===== src/rtl/match_ctrl.sv =====
// Match phases, BCD scoring, win rule, serve rotation, sound arbitration and status LED for table tennis.
// Phase changes on tick-qualified clk edges, sound one clk after its cause; no backpressure, events are fire-and-forget.
module match_ctrl #(
  parameter int          WIN_SCORE       = 21,
  parameter int          WIN_MARGIN      = 2,
  parameter int          SERVE_MODE      = 1,
  parameter int          SERVES_PER_TURN = 5,
  parameter logic [11:0] SERVE_PAUSE     = 12'd1024,
  parameter logic [11:0] END_PAUSE       = 12'd4095,
  parameter logic [8:0]  LED_DIV         = 9'd256
) (
  input  logic       clk,
  input  logic       reset_n,
  input  logic       tick,
  input  logic       gamereset,
  input  logic       outA,
  input  logic       outB,
  input  logic       collide,
  input  logic       wallbounce,
  output logic [7:0] scoreA,
  output logic [7:0] scoreB,
  output logic       service_side,
  output logic       ball_reset,
  output logic       game_over,
  output logic       winner,
  output logic       deuce,
  output logic       sfx_start,
  output logic [1:0] sfx,
  output logic [3:0] sdur,
  output logic       led
);

  typedef enum logic [2:0] {
    S_IDLE, S_INIT, S_SERVE, S_SERVE_WAIT, S_PLAY, S_END_HOLD, S_ENDGAME
  } state_t;

  state_t      state_q, state_d;
  logic [7:0]  score_a_q, score_a_d, score_b_q, score_b_d;
  logic        serve_q, serve_d;
  logic [3:0]  turn_q, turn_d;
  logic [11:0] pause_q, pause_d;
  logic [8:0]  div_q, div_d;
  logic        led_q, led_d;
  logic        winner_q, winner_d;
  logic        sfx_start_q, sfx_start_d;
  logic [1:0]  sfx_q, sfx_d;
  logic [3:0]  sdur_q, sdur_d;
  logic        win_entry;

  function automatic logic [7:0] bcd_inc(input logic [7:0] v);
    if (v == 8'h99)        return v;
    if (v[3:0] == 4'd9)    return {v[7:4] + 4'd1, 4'd0};
    return {v[7:4], v[3:0] + 4'd1};
  endfunction

  function automatic int bcd_val(input logic [7:0] v);
    return int'(v[7:4]) * 10 + int'(v[3:0]);
  endfunction

  logic [7:0] inc_a, inc_b;
  int         a_val, b_val, a_inc_val, b_inc_val;
  logic       a_wins, b_wins;

  assign inc_a     = bcd_inc(score_a_q);
  assign inc_b     = bcd_inc(score_b_q);
  assign a_val     = bcd_val(score_a_q);
  assign b_val     = bcd_val(score_b_q);
  assign a_inc_val = bcd_val(inc_a);
  assign b_inc_val = bcd_val(inc_b);
  // Win is judged on the scorer's post-increment value against the opponent's unchanged score.
  assign a_wins    = (a_inc_val >= WIN_SCORE) && (a_inc_val - b_val >= WIN_MARGIN);
  assign b_wins    = (b_inc_val >= WIN_SCORE) && (b_inc_val - a_val >= WIN_MARGIN);
  assign deuce     = (WIN_MARGIN > 1) && (a_val >= WIN_SCORE - 1) && (b_val >= WIN_SCORE - 1);

  always_comb begin
    state_d     = state_q;
    score_a_d   = score_a_q;
    score_b_d   = score_b_q;
    serve_d     = serve_q;
    turn_d      = turn_q;
    pause_d     = pause_q;
    div_d       = div_q;
    led_d       = led_q;
    winner_d    = winner_q;
    sfx_start_d = 1'b0;
    sfx_d       = sfx_q;
    sdur_d      = sdur_q;
    win_entry   = 1'b0;

    if (state_q != S_IDLE && state_q != S_ENDGAME) led_d = 1'b1;

    if (gamereset) begin
      state_d   = S_INIT;
      pause_d   = 12'd0;
      score_a_d = 8'h00;
      score_b_d = 8'h00;
      serve_d   = 1'b0;
      turn_d    = 4'd0;
      led_d     = 1'b1;
    end else if (tick) begin
      case (state_q)
        S_IDLE, S_ENDGAME: begin
          if (div_q == LED_DIV - 9'd1) begin
            div_d = 9'd0;
            led_d = ~led_q;
          end else begin
            div_d = div_q + 9'd1;
          end
        end
        S_INIT: begin
          score_a_d = 8'h00;
          score_b_d = 8'h00;
          serve_d   = 1'b0;
          turn_d    = 4'd0;
          led_d     = 1'b1;
          state_d   = S_SERVE;
        end
        S_SERVE: begin
          pause_d = SERVE_PAUSE;
          state_d = S_SERVE_WAIT;
        end
        S_SERVE_WAIT: begin
          if (pause_q == 12'd0) state_d = S_PLAY;
          else                  pause_d = pause_q - 12'd1;
        end
        S_PLAY: begin
          if (outA ^ outB) begin
            if (outB) score_a_d = inc_a;
            else      score_b_d = inc_b;
            if (deuce) begin
              serve_d = ~serve_q;
              turn_d  = 4'd0;
            end else if (SERVE_MODE == 0) begin
              serve_d = outB;
            end else if (turn_q == 4'(SERVES_PER_TURN - 1)) begin
              turn_d  = 4'd0;
              serve_d = ~serve_q;
            end else begin
              turn_d  = turn_q + 4'd1;
            end
            if ((outB && a_wins) || (outA && b_wins)) begin
              state_d   = S_END_HOLD;
              pause_d   = END_PAUSE;
              winner_d  = outA;
              win_entry = 1'b1;
            end else begin
              state_d = S_SERVE;
            end
          end else if (outA && outB) begin
            state_d = S_SERVE;
          end
        end
        S_END_HOLD: begin
          if (pause_q == 12'd0) begin
            state_d = S_ENDGAME;
            div_d   = 9'd0;
          end else begin
            pause_d = pause_q - 12'd1;
          end
        end
        default: state_d = S_IDLE;
      endcase
    end

    if (collide || wallbounce || outA || outB) begin
      sfx_start_d = 1'b1;
      sfx_d       = collide ? 2'd0 : (wallbounce ? 2'd1 : 2'd2);
      sdur_d      = (collide || wallbounce) ? 4'd0 : 4'd1;
    end
    if (win_entry) begin
      sfx_start_d = 1'b1;
      sfx_d       = 2'd3;
      sdur_d      = 4'hF;
    end
  end

  always_ff @(posedge clk) begin
    if (!reset_n) begin
      state_q     <= S_IDLE;
      score_a_q   <= 8'h00;
      score_b_q   <= 8'h00;
      serve_q     <= 1'b0;
      turn_q      <= 4'd0;
      pause_q     <= 12'd0;
      div_q       <= 9'd0;
      led_q       <= 1'b0;
      winner_q    <= 1'b0;
      sfx_start_q <= 1'b0;
      sfx_q       <= 2'd0;
      sdur_q      <= 4'd0;
    end else begin
      state_q     <= state_d;
      score_a_q   <= score_a_d;
      score_b_q   <= score_b_d;
      serve_q     <= serve_d;
      turn_q      <= turn_d;
      pause_q     <= pause_d;
      div_q       <= div_d;
      led_q       <= led_d;
      winner_q    <= winner_d;
      sfx_start_q <= sfx_start_d;
      sfx_q       <= sfx_d;
      sdur_q      <= sdur_d;
    end
  end

  // The ball is released as soon as the serve pause has run out, one tick ahead of PLAY.
  assign ball_reset   = !((state_q == S_PLAY) || (state_q == S_SERVE_WAIT && pause_q == 12'd0));
  assign game_over    = (state_q == S_END_HOLD) || (state_q == S_ENDGAME);
  assign scoreA       = score_a_q;
  assign scoreB       = score_b_q;
  assign service_side = serve_q;
  assign winner       = winner_q;
  assign sfx_start    = sfx_start_q;
  assign sfx          = sfx_q;
  assign sdur         = sdur_q;
  assign led          = led_q;

endmodule


===== config.mk =====
export PLATFORM = sky130hd
export DESIGN_NAME = match_ctrl
export DESIGN_NICKNAME = d
export VERILOG_FILES = /design/src/rtl/match_ctrl.sv
export SDC_FILE = /design/constraint.sdc
export NUM_CORES = 1
export LEC_CHECK = 0
export ABC_AREA = 1
export CAP_MARGIN = 30
export CORE_MARGIN = 2
export CORE_UTILIZATION = 30
export CTS_CLUSTER_SIZE = 8
export DETAILED_ROUTE_END_ITERATION = 8
export HOLD_SLACK_MARGIN = 0.12
export SLEW_MARGIN = 30
export SYNTH_ARGS = -nofsm -noshare
export SYNTH_HDL_FRONTEND = slang
export SYNTH_SLANG_ARGS = --single-unit

===== constraint.sdc =====
create_clock -name clk -period 5.9 [get_ports clk]
set_input_delay 0.59 -clock clk [delete_from_list [all_inputs] [get_ports clk]]
set_output_delay 0.59 -clock clk [all_outputs]
set_load 0.02 [all_outputs]

==> results.cfg <==
[run_status]
status = complete, no violations

[power_and_ir_drop]
switchingPower_w = 0.000180
pwr-share-clk_pct = 46.9
switching_share_pct = 23.7
power_density_nw_per_um2 = 124
vdd_drop_max_v = 0.0000948
internal_power_w = 0.000580
p_leak_nw = 2.87
seq_power_share_pct = 46.1
combPwrFrac_pct = 7.0

[cells_and_area]
final_area_um2 = 6110
drive_above_1_share_pct = 8.46
antennaDiodeCount = 0
final_util_pct = 35.2
area.growth.synth_to_final_pct = 14.6
final-seq-area_um2 = 1020
nFillCells = 1866
fin_nets = 930
multi_input_area_um2 = 3740

[yosys]
netlist.area_leader.share_pct = 19.2
syn_area_um2 = 5330
ys_seq_area_share_pct = 19.2
ys_ff_latch = 51
synth.area.top_cells = dfxtp_1 (19%), nand2_1 (15%), ha_1 (15%)
synth_cell_types = 46
synth_largest_area_cell = dfxtp_1
synth_nets = 894
ys_async_sr_fraction_pct = 0
synth_edf_count = 0
yosys_most_used_dff = dfxtp_1
syn_inst = 814
synth_warnings = 0
syn_avg_cell_area_um2 = 6.55

[sta]
tightest_slew_ps = 714
post-route-min-period_ps = 5040
setup_violations = 0
period_share_pct = 85.4
rsz0062_at_grt = no
fin_ws_ps = 859
slew_viol_final = 0
setup-tns-final_ps = 0
clock_skew_ps = 4.30
relSlewSlack_pct = 52.2
hold_viol_final = 0
timing.fmax_mhz = 198
holdWs_ps = 452

[die]
initial_core_util_pct = 30.7
die_area_um2 = 18800
die_w_um = 137
core_um2 = 17400
die_y_um = 137
std_cell_rows = 48
pin_count = 37

[worst_hold_path]
min_to = div_q[8]$_SDFFE_PN0P_
hp-class = reg -> reg
hp-start = div_q[8]$_SDFFE_PN0P_
hold_depth = 2

[global_routing]
grt_antenna_before_repair = 0
grt_max_degree = 21
grt_pass1_wl_um = 20700
track_usage_pct = 13.5
overflow = 0
grt_pass1_vias = 4405

[place]
postPlaceCellArea_um2 = 5930
port_buffers = 36
gp_congestion = 0.871
dp_slack_ps = 913
dp_hpwl_um = 9810

[detailed_routing]
routed_wirelength_um = 12300
dr.pass1.iters = 5
drt_iter0_drc = 319
detail-route-antenna-nets = 0
drc = 0
post_drt_wl_per_cell_um = 11.4
avgViaCountPerCell = 4.58
vias = 4932

[cts]
clk_latency_ps = 300
clock-sinks = 51
htree_levels = 2
cts-resized-gates = 0
post_cts_buffers = 0
clk_pin_slew_ps = 70
cts_buffer_depth = 2
clockRootBuffer = clkbuf_16
cts_hold_buf = 0
numCtsBuffers = 5
cts_tree = built

[critical_path]
worstSetupEndpointType = register
start_kind = register
worstPathRequired_ps = 6130
rrSetupSlack_ps = 860
worst_ep_arrival_time_ps = 5270
max_stage_delay_ps = 590
r2r-start = scoreA[5]$_SDFFE_PP0P_
path_class = reg -> reg
slowest_stage = dfxtp_1
path_max_fanout = 12
path_common_cell = nand2_1
r2r-end = pause_q[7]$_SDFFE_PP0P_
ff2ff_path_depth = 31

[job]
drv_cap = 0
[final cells by class]
class                      count  area share [%]
clock buffer                   6            2.27
clock inverter                 2           0.635
inverter                     136            8.36
multi-input combinational    618            61.3
sequential                    51            16.7
tap                          225            4.61
timing repair buffer          38            6.15
[cell usage in the layout, fill, tap and decap left out, types with 12 or more instances in the layout]
master           count
nor2_1              78
nand2_1            214
clkdlybuf4s50_1     36
nand4_1             15
ha_1                62
inv_1              127
nor3_1              12
a21oi_1             44
o21ai_0             23
nand3_1             51
xor2_1              12
xnor2_1             12
dfxtp_1             51
[layer usage]
metal  wire [µm]  track usage (%)  vias to the layer above
met3         501             2.24                        8
met2        5420             22.1                       74
met1        6190             18.4                     2165
li1            -                -                     2685
met5           0                0                        -
met4         150             3.26                        0
[logic make-up (layout without fill, tap and decap cells)]
kind of cell | count (synthesis) | count (layout) | synth area share (%)
AOI/OAI and AO/OA | 109 | 109 | 12.6
xor gates and xnor gates | 27 | 27 | 4.86
adders and majority gates | 72 | 72 | 18.3
buffers and inverters | 145 | 182 | 10.7
DFF | 51 | 51 | 19.2
and+or+nand+nor | 410 | 410 | 34.4
[power groups by stage]
| stage | Clock [W] | Combinational [W] | Sequential (W) |
|---|---|---|---|
| after floorplan | 0 | 0.0000328 | 0.000360 |
| after global placement | 0 | 0.0000533 | 0.000359 |
| after detailed placement | 0 | 0.0000531 | 0.000359 |
| after CTS | 0.000366 | 0.0000535 | 0.000350 |
| after global routing | 0.000375 | 0.0000598 | 0.000351 |
| final | 0.000356 | 0.0000530 | 0.000350 |
[worst max-delay path by stage]
stage	startpoint	endpoint	slack (ps)	cells past startpoint
after detailed placement	scoreA[5]$_SDFFE_PP0P_	pause_q[11]$_SDFFE_PP0P_	910	31
after CTS	scoreA[5]$_SDFFE_PP0P_	pause_q[7]$_SDFFE_PP0P_	880	31
after global placement	scoreA[0]$_SDFFE_PP0P_	pause_q[11]$_SDFFE_PP0P_	960	31
after floorplan	scoreA[0]$_SDFFE_PP0P_	pause_q[10]$_SDFFE_PP0P_	1300	28
after global routing	scoreA[5]$_SDFFE_PP0P_	pause_q[7]$_SDFFE_PP0P_	390	31
final	scoreA[5]$_SDFFE_PP0P_	pause_q[7]$_SDFFE_PP0P_	860	31
[critical path: cells and delay by family, from the launching register on]
kind,cells,cell delay (ps)
AND/OR/NAND/NOR,18,1970
flip-flops,1,590
buffers and inverters,5,410
AO/OA/AOI/OAI,3,480
adder cells (fa/ha/maj),5,1500
[metrics by stage]
stage / total power [W] / std cells
6_report: 0.000760 / 1076
5_1_grt: 0.000786 / 1076
4_1_cts: 0.000770 / 1076
3_5_place_dp: 0.000412 / 1068
3_3_place_gp: 0.000412 / 1068
2_1_floorplan: 0.000393 / 814
[synth_stat cells (2+ instances only)]
library cell / number
nor2_1: 78
a21o_1: 2
dfxtp_1: 51
o21ai_1: 4
a211oi_1: 4
xnor2_2: 2
o21ai_2: 4
xor2_1: 12
nand2_4: 3
nand3_2: 6
a31oi_1: 4
nand2_2: 9
nand3b_1: 4
o21ai_0: 23
or2_2: 4
nand4_1: 15
inv_2: 9
buf_4: 4
a21oi_2: 11
inv_1: 127
ha_1: 62
nand3_1: 51
fa_1: 10
nor2_4: 2
a21oi_1: 44
o22ai_1: 2
a22oi_1: 6
xnor2_1: 12
nor3_1: 12
nand2_1: 214
nor2_2: 6
clkbuf_1: 3
[state kept, by name (all words and copies together) (netlist names)]
name	count
scoreB	8
scoreA	8
sfx	2
sdur	1
div_q	9
state_q	3
pause_q	12
led	1
sfx_start	1
service_side	1
winner	1
turn_q	4
Power figures use the tool's default switching activity.
